File: src/rtl/note_lane_scroller.sv
// Rhythm-game note lane: streams song ROM codes into a scrolling lane,
// judges hits at a fixed row and keeps combo / hit / miss statistics.
module note_lane_scroller #(
    parameter int ROWS      = 10,
    parameter int CODE_W    = 2,
    parameter int SUB_STEPS = 7,
    parameter int JUDGE_ROW = 1,
    parameter int ADDR_W    = 9,
    parameter int TICK_W    = 17,
    parameter int CNT_W     = 8
) (
    input  logic                         clk,
    input  logic                         rst,
    input  logic                         start,
    input  logic                         pause,
    input  logic [ADDR_W-1:0]            song_len,
    input  logic [TICK_W-1:0]            tick_period,
    output logic [ADDR_W-1:0]            rom_addr,
    input  logic [CODE_W-1:0]            rom_data,
    input  logic [(2**CODE_W)-2:0]       hit,
    output logic [ROWS*CODE_W-1:0]       lane,
    output logic [$clog2(SUB_STEPS)-1:0] offset,
    output logic [CNT_W-1:0]             combo,
    output logic [CNT_W-1:0]             max_combo,
    output logic [CNT_W-1:0]             hit_count,
    output logic [CNT_W-1:0]             miss_count,
    output logic                         busy,
    output logic                         finish
);

    localparam int NCOL  = (2**CODE_W) - 1;
    localparam int OFF_W = $clog2(SUB_STEPS);
    localparam int DRN_W = $clog2(ROWS + 1);
    localparam logic [CNT_W-1:0] CMAX = '1;
    localparam logic [OFF_W-1:0] OFF_LAST = OFF_W'(SUB_STEPS - 1);
    localparam logic [DRN_W-1:0] DRN_LAST = DRN_W'(ROWS - 1);

    typedef enum logic [1:0] {
        IDLE,
        RUN,
        DRAIN,
        DONE
    } state_t;

    state_t              state;
    logic [TICK_W-1:0]   tick_cnt;
    logic [TICK_W-1:0]   tp_q;
    logic [ADDR_W-1:0]   len_q;
    logic [ADDR_W-1:0]   idx;
    logic [DRN_W-1:0]    drn;

    logic                active;
    logic                step;
    logic                shift;
    logic                hit_ok;
    logic                miss;
    logic [CODE_W-1:0]   judge;
    logic [CODE_W-1:0]   entry;
    logic [ROWS*CODE_W-1:0] lane_h;
    logic [ROWS*CODE_W-1:0] lane_n;
    logic [CNT_W-1:0]    combo_inc;

    assign rom_addr = idx;

    // Scroll timing, hit matching and next-lane computation; a hit clears
    // the judge row before any shift so it can never also count as a miss.
    always_comb begin
        active = ((state == RUN) || (state == DRAIN)) && !pause;
        step   = active && (tick_cnt == tp_q);
        shift  = step && (offset == OFF_LAST);
        judge  = lane[JUDGE_ROW*CODE_W +: CODE_W];
        hit_ok = 1'b0;
        for (int c = 0; c < NCOL; c++) begin
            if (hit[c] && (judge == CODE_W'(c + 1))) begin
                hit_ok = 1'b1;
            end
        end
        hit_ok = hit_ok && active;
        lane_h = lane;
        if (hit_ok) begin
            lane_h[JUDGE_ROW*CODE_W +: CODE_W] = '0;
        end
        miss  = shift && (lane_h[JUDGE_ROW*CODE_W +: CODE_W] != '0);
        entry = ((state == RUN) && (idx < len_q)) ? rom_data : '0;
        lane_n = shift ? {entry, lane_h[ROWS*CODE_W-1:CODE_W]} : lane_h;
        combo_inc = (combo == CMAX) ? combo : combo + 1'b1;
    end

    // Song FSM with lane, timing and statistics registers.
    always_ff @(posedge clk or posedge rst) begin
        if (rst) begin
            state      <= IDLE;
            tick_cnt   <= '0;
            tp_q       <= '0;
            len_q      <= '0;
            idx        <= '0;
            drn        <= '0;
            lane       <= '0;
            offset     <= '0;
            combo      <= '0;
            max_combo  <= '0;
            hit_count  <= '0;
            miss_count <= '0;
            busy       <= 1'b0;
            finish     <= 1'b0;
        end else begin
            unique case (state)
                IDLE, DONE: begin
                    if (start) begin
                        tick_cnt   <= '0;
                        tp_q       <= tick_period;
                        len_q      <= song_len;
                        idx        <= '0;
                        drn        <= '0;
                        lane       <= '0;
                        offset     <= '0;
                        combo      <= '0;
                        max_combo  <= '0;
                        hit_count  <= '0;
                        miss_count <= '0;
                        busy       <= 1'b1;
                        finish     <= 1'b0;
                        state      <= (song_len == '0) ? DRAIN : RUN;
                    end
                end
                RUN, DRAIN: begin
                    if (active) begin
                        tick_cnt <= step ? '0 : tick_cnt + 1'b1;
                        if (step) begin
                            offset <= (offset == OFF_LAST) ? '0
                                                           : offset + 1'b1;
                        end
                        lane <= lane_n;
                        if (hit_ok) begin
                            combo <= combo_inc;
                            if (combo_inc > max_combo) begin
                                max_combo <= combo_inc;
                            end
                            if (hit_count != CMAX) begin
                                hit_count <= hit_count + 1'b1;
                            end
                        end
                        if (miss) begin
                            combo <= '0;
                            if (miss_count != CMAX) begin
                                miss_count <= miss_count + 1'b1;
                            end
                        end
                        if (shift && (state == RUN)) begin
                            idx <= idx + 1'b1;
                            if ((idx + 1'b1) == len_q) begin
                                state <= DRAIN;
                            end
                        end
                        if (shift && (state == DRAIN)) begin
                            if (drn == DRN_LAST) begin
                                state  <= DONE;
                                busy   <= 1'b0;
                                finish <= 1'b1;
                            end else begin
                                drn <= drn + 1'b1;
                            end
                        end
                    end
                end
                default: state <= IDLE;
            endcase
        end
    end

endmodule

File: config.mk
export PLATFORM = sky130hd
export DESIGN_NAME = note_lane_scroller
export DESIGN_NICKNAME = d
export VERILOG_FILES = /design/src/rtl/note_lane_scroller.sv
export SDC_FILE = /design/constraint.sdc
export NUM_CORES = 1
export LEC_CHECK = 0
export CORE_MARGIN = 2
export CORE_UTILIZATION = 50
export CTS_BUF_LIST = sky130_fd_sc_hd__clkbuf_8 sky130_fd_sc_hd__clkbuf_16
export DETAILED_ROUTE_END_ITERATION = 7
export GPL_TIMING_DRIVEN = 0
export PLACE_DENSITY = 0.75
export RECOVER_POWER = 25
export SLEW_MARGIN = 20
export SYNTH_ARGS = -nofsm -noshare
export SYNTH_HDL_FRONTEND = slang
export SYNTH_SLANG_ARGS = --single-unit
File: constraint.sdc
create_clock -name clk -period 4.99 [get_ports clk]
set_input_delay 1.497 -clock clk [delete_from_list [all_inputs] [get_ports clk]]
set_output_delay 1.497 -clock clk [all_outputs]
set_load 0.02 [all_outputs]
==> results of run 1 <==
[sequential cells by signal (all words and copies together), names as in the netlist]
| register | flops |
|---|---|
| len_q | 9 |
| hit_count | 8 |
| offset | 3 |
| rom_addr | 9 |
| tp_q | 17 |
| max_combo | 8 |
| miss_count | 8 |
| finish | 1 |
| busy | 1 |
| lane | 20 |
| combo | 8 |
| state | 2 |
| drn | 4 |
| tick_cnt | 17 |
[cell families (layout without fill, tap and decap cells)]
kind of cell | after synthesis | in the layout
and+or+nand+nor | 292 | 292
AOI/OAI and AO/OA | 124 | 124
DFF | 115 | 115
buffers and inverters | 62 | 194
xor gates and xnor gates | 51 | 51
adders and majority gates | 26 | 26
muxes | 14 | 14
[metrics by stage]
stage / hold slack [ns] / cell area, sq um
2_1_floorplan: 0.450 / 6260
3_3_place_gp: 0.478 / 7470
3_5_place_dp: 0.484 / 7500
4_1_cts: 0.502 / 8100
6_report: 0.501 / 8100
5_1_grt: 0.534 / 8100
[cells in the mapped netlist (all sizes together) (4+ instances only)]
cell,instances
a21o,11
a21oi,15
a22o,4
a31o,5
a31oi,5
and3,8
and4,8
buf,11
clkbuf,16
dfrtp,115
ha,26
inv,35
mux2,4
mux2i,10
nand2,136
nand2b,4
nand3,29
nand4,18
nor2,49
nor3,9
nor3b,4
nor4,10
o211ai,7
o21a,4
o21ai,49
o31ai,7
or3,4
xnor2,15
xor2,36
[critical path, delay by kind of cell, from the launching register on]
| family | cells | cell delay, ns |
|---|---|---|
| AOI/OAI and AO/OA | 5 | 1.03 |
| adders and majority gates | 2 | 0.58 |
| buffers and inverters | 1 | 0.39 |
| DFF | 1 | 0.45 |
| muxes | 1 | 0.40 |
| and+or+nand+nor | 4 | 0.84 |
[layer usage]
| layer | track usage [%] | vias to the layer above | wire length [um] | part of all wire [%] |
|---|---|---|---|---|
| met5 | 0 | - | 0 | 0 |
| met3 | 5.70 | 37 | 969 | 6.0 |
| met2 | 40.9 | 187 | 7710 | 48 |
| met1 | 32.1 | 2710 | 7020 | 44 |
| met4 | 9.37 | 0 | 332 | 2.1 |
| li1 | - | 2624 | - | - |
[worst paths after layout]
| path | startpoint | to | slack, ns | cells past startpoint |
|---|---|---|---|---|
| min in group asynchronous | rst | hit_count[4] | 2.25 | 2 |
| worst min register to register | tp_q[15] | tp_q[15] | 0.50 | 2 |
| worst min-delay path | tp_q[15] | tp_q[15] | 0.50 | 2 |
| worst max-delay path | combo[0] | max_combo[1] | 1.22 | 13 |
| worst max register to register | combo[0] | max_combo[1] | 1.22 | 13 |
| max in group asynchronous | rst | combo[7] | 1.57 | 2 |
[power by group]
part	switching, mW	internal (mW)	leakage (nW)
Sequential	0.121	1.07	1.55
Combinational	0.658	0.327	1.84
Clock	0.419	0.793	0.290
[layout by cell type (no fill, tap or decap), types with 8 or more instances in the layout]
| master | count |
|---|---|
| nand2_1 | 136 |
| dfrtp_1 | 115 |
| clkdlybuf4s50_1 | 99 |
| o21ai_0 | 49 |
| nor2_1 | 49 |
| xor2_1 | 35 |
| inv_1 | 34 |
| nand3_1 | 28 |
| ha_1 | 26 |
| nand4_1 | 17 |
| clkbuf_16 | 17 |
| clkbuf_1 | 16 |
| xnor2_1 | 15 |
| a21oi_1 | 14 |
| a21o_1 | 11 |
| mux2i_1 | 10 |
| nor3_1 | 9 |
| and4_1 | 8 |
| nor4_1 | 8 |
[cell type report]
type | count | area share [%]
tap | 168 | 2.60
buffer | 27 | 1.53
clock buffer | 22 | 6.11
clock inverter | 9 | 1.27
inverter | 35 | 1.64
sequential | 115 | 35.5
timing repair buffer | 101 | 12.7
multi-input combinational | 507 | 38.6
==> summary.txt, run 1 <==
Route
  • Routed Antenna Nets: 0
  • Remaining DRCs: 0
  • Final WL: 16.0 mm
  • Drt via density: approximately 5.6
  • Post-DR wirelength/cell: 16.3 um
  • 1st-iter DRT viols: 451
  • DR vias: ~5600
  • Pre-Repair DR Iteration Count: 5

Global routing
  • Initial antenna violation count: 0
  • Total track usage: ~25%
  • Global-route wire length before repair: ~26 mm
  • Largest net degree at the start of global routing: 59
  • GR Overflow Total: 0
  • Number of global-route vias before repair: 5415

Floorplan
  • Die width: 116 um
  • Num rows: 40
  • Total die area: 13400 sq um
  • Initial Util: between 50% and 60%
  • Area of the core: 12100 sq um
  • I/O pin count: 101
  • Chip height: 116 um

Setup path
  • CP cell instances: ha_1 > and4_1 > and3_1 > nand2_1 > mux2_2 > ha_1 > nor2b_1 > o211ai_1 > a21oi_1 > o221ai_1 > clkbuf_1 > o211ai_1 > o21ai_0
  • CP required: 5.32 ns
  • Startpoint Class: flop
  • Slowest cell delay on critical path: 0.50 ns
  • Crit Path Max Fanout: 10
  • Crit Path Class: flop to flop
  • Element type at the critical path end: flop
  • CP Data Arrival Time: between 4 and 5 ns
  • Crit-path slowest cell: o221ai_1

STA
  • Final hold vios: 0
  • Slew Viols, Final: 58
  • Tmin final: 3.77 ns
  • Worst slew pin tran: 2.57 ns
  • Period utilization: 75.6%
  • Worst Slack Setup Final: 1.22 ns
  • Post-Route Setup TNS: 0 ns
  • RSZ-0062 raised after global routing: no
  • Clock Skew: 0.00829 ns
  • Fmax: 0.265 GHz
  • Final setup viols: 0
  • Worst relative slew slack: -72.2%

Power
  • Power Density: approximately 420 nW/um^2
  • Total power: 3.38 mW
  • Maximum VDD drop: 249 uV
  • Pleak: 3.68 nW

Final layout
  • Final nets: between 800 and 900
  • Seq. cell area: 2880 sq um
  • Utilization after layout: between 60% and 70%
  • Footprint of the multi-input gates: 3130 sq um
  • Share of layout cells above drive strength 1: 7.11%
  • Diodes inserted: 0
  • Fill count: 1014
  • Syn-to-layout area delta: 29.3%
  • Final std cells w/o fill: 984

Synthesis
  • Simple-gate area share of the yosys netlist: 22.5%
  • Adder-cell share of the synthesized area: 5.20%
  • Count of mapped cells out of synthesis: just under 700
  • Area of the mapped netlist: around 6300 sq um
  • Unique cell type count in the Yosys netlist: 55
  • Compound-cell area share of the yosys netlist: approximately an eighth
  • Syn_nets: 745
  • Flops & latches, synth: 115
  • Mapped Avg Cell Area: 9.15 sq um
  • Leading area contributor after synthesis: dfrtp_1
  • Synth warn: 0
  • Post-synthesis mux area share: 2.32%
  • Yosys top cell area share: 46.0%
  • Largest family of logic cells by synthesized area: simple AND/OR/NAND/NOR gates
  • XOR/XNOR Fraction of Synth Area: under 10%
  • Ys flop type: dfrtp_1
  • Register area share after synthesis: 46.0%
  • Post-synth EDFFs: 0
  • Fraction of registers with async set/reset: 100%
  • Dominant cells by area after synthesis: dfrtp_1 (46%), nand2_1 (8.2%), ha_1 (5.2%)

Placement
  • Place WS: 1.06 ns
  • IO buf count: 100
  • Routability congestion estimate from global placement: roughly 0.9
  • Placed Cells: around 950
  • DP HPWL: 11.5 mm

Clock tree
  • Clk sinks: 115
  • Total CTS buffers: 17
  • Worst-path clk slew: 0.05 ns
  • Post-CTS Setup Bufs: 0
  • Clk buf depth: 2
  • Worst-Skew Late Latency: approximately 0.42 ns
  • H-tree Lvls: 4
  • Clock root buffer: clkbuf_16
  • CTS tree: done
  • Hold-fix buffers, CTS: 0
  • CTS-repair resized insts: 0

Hold path
  • Hold Crit Class: flop to flop

Outcome
  • Run status: finished with violations
  • Failing checks: max-capacitance violations, max-slew violations

Flow run
  • Max cap viols: 1
Note: power is estimated with default switching activity, not from simulation.
==> run 2, diff against run 1 <==
==> constraint.sdc (replaced) <==
create_clock -name clk -period 3.87 [get_ports clk]
set_input_delay 1.161 -clock clk [delete_from_list [all_inputs] [get_ports clk]]
set_output_delay 1.161 -clock clk [all_outputs]
set_load 0.02 [all_outputs]
==> run 2 against run 1 <==
Against the previous run: the run now ends clean; critical path type unchanged; critical endpoint unchanged; fmax grew 8.1%; clock power grew 45%; critical path depth is the same; global-route usage grew 0.59 points; sequential power grew 29%; worst hold slack lost 0.0043 ns.
==> summary.txt, run 2 (same netlist as run 1, synthesis figures left out) <==
Final layout
  • Commonest non-fill, non-tap cell in the layout: nand2_1 (unchanged)
  • Syn-to-layout area delta: 30.7% (was 29.3%)
  • Final std cells w/o fill: 986 (was 984)
  • Final nets: 867 (was 865)
  • Diodes inserted: 0 (unchanged)
  • Commonest cells after routing, fill and taps aside: nand2_1 (136), dfrtp_1 (115), clkdlybuf4s50_1 (99) (unchanged)
  • Largest register FFs: 20 (unchanged)
  • Biggest registers after layout: lane (20), tick_cnt (17), tp_q (17) (unchanged)
  • Share of layout cells above drive strength 1: 7.09% (was 7.11%)
  • Largest Register: lane (unchanged)
  • Finished Cell Area: 8180 sq um (was 8100 sq um)

STA
  • Hold slack: 0.497 ns (was 0.501 ns)
  • Slew Viols, Final: 0 (was 58)
  • Clock Skew: 0.00703 ns (was 0.00829 ns)
  • Final hold vios: 0 (unchanged)
  • Period utilization: 90.2% (was 75.6%)
  • Fmax: 0.287 GHz (was 0.265 GHz)
  • Final setup viols: 0 (unchanged)
  • Worst relative slew slack: 5.86% (was -72.2%)
  • Worst slew pin tran: 1.41 ns (was 2.57 ns)
  • Post-Route Setup TNS: 0 ns (unchanged)
  • Tmin final: 3.49 ns (was 3.77 ns)
  • RSZ-0062 raised after global routing: no (unchanged)

Global routing
  • Number of global-route vias before repair: 5524 (was 5415)
  • Total track usage: 25.4% (was 24.8%)
  • Global-route wire length before repair: 26.6 mm (was 26.1 mm)
  • Initial antenna violation count: 0 (unchanged)
  • GR Overflow Total: 0 (unchanged)
  • Largest net degree at the start of global routing: 34 (was 59)

Setup path
  • Crit Path Class: flop to flop (unchanged)
  • Crit-path slowest cell: dfrtp_1 (was o221ai_1)
  • Element type at the critical path end: flop (unchanged)
  • Crit Path Max Fanout: 10 (unchanged)
  • Slowest cell delay on critical path: 0.45 ns (was 0.50 ns)
  • CP Buf/Inv Count: 1 (unchanged)
  • CP cell instances: ha_1 > and4_1 > and3_1 > nand2_1 > mux2_2 > ha_1 > nor2b_1 > o211ai_1 > a21oi_1 > o221ai_2 > clkbuf_1 > o211ai_1 > o21ai_0 (was ha_1 > and4_1 > and3_1 > nand2_1 > mux2_2 > ha_1 > nor2b_1 > o211ai_1 > a21oi_1 > o221ai_1 > clkbuf_1 > o211ai_1 > o21ai_0)
  • CP required: 4.21 ns (was 5.32 ns)
  • Startpoint Class: flop (unchanged)
  • Delay-heaviest family, CP: simple AND/OR/NAND/NOR gates (was compound AO/OA/AOI/OAI gates)
  • CP Data Arrival Time: 3.83 ns (was 4.10 ns)

Floorplan
  • Initial Util: 51.7% (unchanged)
  • Chip height: 116 um (unchanged)
  • Total die area: 13400 sq um (unchanged)
  • Num rows: 40 (unchanged)
  • Area of the core: 12100 sq um (unchanged)
  • I/O pin count: 101 (unchanged)
  • Die width: 116 um (unchanged)

Power
  • Total power: 4.55 mW (was 3.38 mW)
  • Clock power share: 38.5% (was 35.8%)
  • Maximum VDD drop: 423 uV (was 249 uV)
  • Power Density: 556 nW/um^2 (was 418 nW/um^2)
  • P_sw: 1.55 mW (was 1.20 mW)
  • Pleak: 3.73 nW (was 3.68 nW)
  • Flop pwr share: 33.6% (was 35.1%)
  • Pint: 3.00 mW (was 2.19 mW)
  • Sw Share: 34.1% (was 35.4%)
  • Comb power frac: 27.9% (was 29.1%)

Route
  • Routed Antenna Nets: 0 (unchanged)
  • Drt via density: 5.63 (was 5.65)
  • DR vias: 5552 (was 5558)
  • Final WL: 16.0 mm (about the same)
  • Pre-Repair DR Iteration Count: 5 (unchanged)
  • Remaining DRCs: 0 (unchanged)
  • Post-DR wirelength/cell: 16.2 um (was 16.3 um)
  • 1st-iter DRT viols: 512 (was 451)

Clock tree
  • Clk buf depth: 2 (unchanged)
  • Post-CTS Setup Bufs: 0 (unchanged)
  • Worst-path clk slew: 0.05 ns (about the same)
  • Total CTS buffers: 17 (unchanged)
  • Clk sinks: 115 (unchanged)
  • Worst-Skew Late Latency: 0.42 ns (about the same)
  • H-tree Lvls: 4 (unchanged)
  • CTS tree: done (unchanged)
  • Hold-fix buffers, CTS: 0 (unchanged)
  • Clock root buffer: clkbuf_16 (unchanged)
  • CTS-repair resized insts: 0 (unchanged)

Hold path
  • Hold Crit Class: flop to flop (unchanged)

Placement
  • Placed Cells: 955 (was 953)
  • DP HPWL: 11.6 mm (was 11.5 mm)
  • IO buf count: 100 (unchanged)
  • Routability congestion estimate from global placement: 0.877 (was 0.878)
  • Area after DPL: 7530 sq um (was 7500 sq um)

Flow run
  • Max cap viols: 0 (was 1)

Outcome
  • Run status: finished, final reports clean (was finished with violations)
run 2: path summary, 6_finish.rpt:
check / startpoint / end / slack, ns / cells past startpoint
max in group asynchronous: rst / tp_q[11] / 0.57 / 3
max reg2reg: combo[0] / max_combo[1] / 0.38 / 13
min in group asynchronous: rst / lane[15] / 1.39 / 2
min reg2reg: tp_q[11] / tp_q[11] / 0.50 / 2
min: tp_q[11] / tp_q[11] / 0.50 / 2
max: combo[0] / max_combo[1] / 0.38 / 13
run 2: layout make-up:
class | count | area [sq um]
Buffer | 27 | 124
Sequential cell | 115 | 2880
Multi-Input combinational cell | 507 | 3130
Clock buffer | 21 | 480
Inverter | 35 | 133
Fill cell | 985 | 3930
Tap cell | 168 | 210
Clock inverter | 10 | 179
Timing Repair Buffer | 103 | 1050
run 2: power groups by stage:
stage | clock network, mW | logic [mW] | registers, mW
floorplan | 0 | 0.874 | 1.51
global placement | 0 | 1.21 | 1.53
detailed placement | 0 | 1.25 | 1.54
CTS | 1.77 | 1.27 | 1.53
global route | 1.83 | 1.42 | 1.55
finish | 1.75 | 1.27 | 1.53
run 2: metrics by stage:
step                      utilization [%]  worst slack [ns]
after floorplan                         -             0.618
after global placement               61.7             0.211
after detailed placement             62.2             0.267
after CTS                            67.6             0.243
after global routing                 67.6             0.103
final                                67.6             0.380
run 2: worst register-to-register path: cells and delay by family, from the launching register on:
kind	cells	cell delay, ns
adders and majority gates	2	0.58
buffers and inverters	1	0.38
and+or+nand+nor	4	0.81
DFF	1	0.45
muxes	1	0.41
AOI/OAI and AO/OA	5	0.79
run 2: layer usage:
layer	vias to the layer above	track usage, %	part of all wire (%)
li1	2623	-	-
met1	2706	34.4	45
met2	190	39.9	48
met3	33	6.07	5.5
met4	0	9.68	1.9
met5	-	0	0
==> run 3, diff against run 2 <==
--- a/config.mk
+++ b/config.mk
@@ -7,7 +7,6 @@
 export LEC_CHECK = 0
 export CORE_MARGIN = 2
 export CORE_UTILIZATION = 50
-export CTS_BUF_LIST = sky130_fd_sc_hd__clkbuf_8 sky130_fd_sc_hd__clkbuf_16
 export DETAILED_ROUTE_END_ITERATION = 7
 export GPL_TIMING_DRIVEN = 0
 export PLACE_DENSITY = 0.75
==> constraint.sdc (replaced) <==
create_clock -name clk -period 3.87 [get_ports clk]
set_input_delay 0.9675 -clock clk [delete_from_list [all_inputs] [get_ports clk]]
set_output_delay 0.9675 -clock clk [all_outputs]
set_load 0.02 [all_outputs]
==> run 3 against run 2 <==
Against the previous run: the flow now finishes with violations (max-capacitance violations, max-slew violations); power barely moved; cell area fell by 0.21%; die area did not move; sequential power barely moved; largest cell class unchanged; highest routed layer unchanged; clock power barely moved; clock skew barely moved.
==> summary.txt, run 3 (same netlist as run 1, synthesis figures left out) <==
Route
  • Final WL: 16.0 mm (about the same)
  • 1st-iter DRT viols: 476 (was 512)
  • Post-DR wirelength/cell: 16.3 um (was 16.2 um)
  • Routed Antenna Nets: 0 (unchanged)
  • Drt via density: 5.61 (was 5.63)
  • Pre-Repair DR Iteration Count: 5 (unchanged)
  • Length of routed wiring on met1: 7.22 mm (was 7.11 mm)
  • DR vias: 5530 (was 5552)
  • Metal2 WL: 7.71 mm (was 7.67 mm)
  • Met3 WL post-DR: 808 um (was 883 um)
  • Max layer used: met4 (unchanged)
  • Remaining DRCs: 0 (unchanged)

Power
  • Flop pwr share: 33.6% (about the same)
  • Clock power share: 38.6% (was 38.5%)
  • Power Density: 557 nW/um^2 (was 556 nW/um^2)
  • Sw Share: 34.1% (about the same)
  • Comb power frac: 27.8% (was 27.9%)
  • P_sw: 1.55 mW (about the same)
  • Pleak: 3.70 nW (was 3.73 nW)
  • Maximum VDD drop: 420 uV (was 423 uV)
  • Total power: 4.55 mW (about the same)
  • Pint: 3.00 mW (about the same)

Setup path
  • Startpoint Class: flop (unchanged)
  • R2R cell count: 13 (unchanged)
  • Crit-path slowest cell: dfrtp_1 (unchanged)
  • Reg2Reg Setup Slack: 0.38 ns (about the same)
  • CP required: 4.21 ns (about the same)
  • Crit Reg-Reg Endpoint: max_combo[1] (unchanged)
  • Crit Path Max Fanout: 10 (unchanged)
  • Crit Path Class: flop to flop (unchanged)
  • CP cell instances: ha_1 > and4_1 > and3_1 > nand2_1 > mux2_2 > ha_1 > nor2b_1 > o211ai_1 > a21oi_1 > o221ai_2 > clkbuf_1 > o211ai_1 > o21ai_0 (unchanged)
  • Critical path startpoint: combo[0] (unchanged)
  • Worst R2R Start: combo[0] (unchanged)
  • CP Data Arrival Time: 3.83 ns (about the same)
  • Slowest cell delay on critical path: 0.45 ns (about the same)
  • Element type at the critical path end: flop (unchanged)

Final layout
  • Utilization after layout: 67.4% (was 67.6%)
  • Final nets: 867 (unchanged)
  • Commonest non-fill, non-tap cell in the layout: nand2_1 (unchanged)
  • Diodes inserted: 0 (unchanged)
  • Biggest registers after layout: lane (20), tick_cnt (17), tp_q (17) (unchanged)
  • Largest Register: lane (unchanged)
  • Largest register FFs: 20 (unchanged)
  • Share of layout cells above drive strength 1: 7.09% (unchanged)
  • Syn-to-layout area delta: 30.4% (was 30.7%)
  • Commonest cells after routing, fill and taps aside: nand2_1 (136), dfrtp_1 (115), clkdlybuf4s50_1 (99) (unchanged)

Global routing
  • Number of global-route vias before repair: 5524 (unchanged)
  • Total track usage: 25.4% (unchanged)
  • Global-route wire length before repair: 26.6 mm (unchanged)
  • Largest net degree at the start of global routing: 34 (unchanged)
  • Initial antenna violation count: 0 (unchanged)
  • GR Overflow Total: 0 (unchanged)

STA
  • Hold slack: 0.498 ns (was 0.497 ns)
  • Slew Viols, Final: 61 (was 0)
  • Post-Route Setup TNS: 0 ns (unchanged)
  • Clock Skew: 0.00654 ns (was 0.00703 ns)
  • Tmin final: 3.49 ns (about the same)
  • Worst slew pin tran: 1.69 ns (was 1.41 ns)
  • Period utilization: 90.2% (about the same)
  • Fmax: 0.286 GHz (was 0.287 GHz)
  • RSZ-0062 raised after global routing: no (unchanged)
  • Final hold vios: 0 (unchanged)
  • Worst relative slew slack: -13.0% (was 5.86%)
  • Final setup viols: 0 (unchanged)

Clock tree
  • Clk buf depth: 2 (unchanged)
  • Worst-Skew Late Latency: 0.42 ns (about the same)
  • Clk sinks: 115 (unchanged)
  • Clock root buffer: clkbuf_16 (unchanged)
  • Hold-fix buffers, CTS: 0 (unchanged)
  • H-tree Lvls: 4 (unchanged)
  • CTS tree: done (unchanged)
  • Total CTS buffers: 17 (unchanged)
  • Worst-path clk slew: 0.05 ns (about the same)

Floorplan
  • Total die area: 13400 sq um (unchanged)
  • Num rows: 40 (unchanged)
  • Chip height: 116 um (unchanged)
  • I/O pin count: 101 (unchanged)
  • Area of the core: 12100 sq um (unchanged)
  • Die width: 116 um (unchanged)
  • Initial Util: 51.7% (unchanged)

Outcome
  • Run status: finished with violations (was finished, final reports clean)
  • Failing checks: max-capacitance violations, max-slew violations

Placement
  • IO buf count: 100 (unchanged)
  • Routability congestion estimate from global placement: 0.877 (unchanged)
  • DP HPWL: 11.6 mm (unchanged)

Hold path
  • WHS Path Cells: 2 (unchanged)
  • Hold Path Sink: tp_q[11] (unchanged)
  • Hold Crit Class: flop to flop (unchanged)
  • Hold Crit Start: tp_q[11] (unchanged)

Flow run
  • Max cap viols: 2 (was 0)
run 3: cell count changes in the layout (fill, tap and decap cells not counted), sizes merged:
cell          before  now
dlymetal6s4s       2    0
inv               35   34
clkbuf            37   40
run 3: layout make-up:
type                       count  area [sq um]
buffer                        27           124
clock buffer                  22           484
clock inverter                 9           175
fill                         986          3950
inverter                      35           133
multi-input combinational    507          3130
sequential                   115          2880
tap                          168           210
timing repair buffer         103          1030
run 3: how the worst max path moves through the flow:
stage                               to  slack [ns]  cells after the start
after floorplan           max_combo[1]        0.62                     13
after global placement    max_combo[1]        0.33                     13
after detailed placement  max_combo[2]        0.27                     13
after CTS                 max_combo[2]        0.24                     13
after global routing      max_combo[1]        0.10                     14
final                     max_combo[1]        0.38                     13
run 3: what timing repair did:
action	4_1_cts	5_1_grt
resized for setup	0	1
setup buffers	0	0
setup endpoints to repair	0	5
run 3: per-layer routing:
metal	vias to the layer above	GRT usage [%]
met5	-	0
met4	0	9.68
met3	31	6.07
met2	181	39.9
met1	2694	34.4
li1	2624	-
run 3: power groups by stage:
stage	combinational (mW)	clock, mW	sequential [mW]
after floorplan	0.874	0	1.51
after global placement	1.21	0	1.53
after detailed placement	1.25	0	1.54
after CTS	1.27	1.77	1.53
after global routing	1.42	1.83	1.55
final	1.27	1.75	1.53
run 3: through the flow:
step / instance area, sq um / worst slack, ns / cells
after floorplan: 6260 / 0.618 / 684
after global placement: 7470 / 0.326 / 952
after detailed placement: 7530 / 0.267 / 955
after CTS: 8190 / 0.243 / 986
after global routing: 8160 / 0.103 / 986
final: 8160 / 0.379 / 986
run 3: critical path: cells and delay by family, from the launching register on:
| family | cells | cell delay, ns |
|---|---|---|
| compound gates | 5 | 0.79 |
| mux | 1 | 0.40 |
| buf+inv | 1 | 0.38 |
| simple gates | 4 | 0.82 |
| fa+ha+maj | 2 | 0.58 |
| flops | 1 | 0.45 |
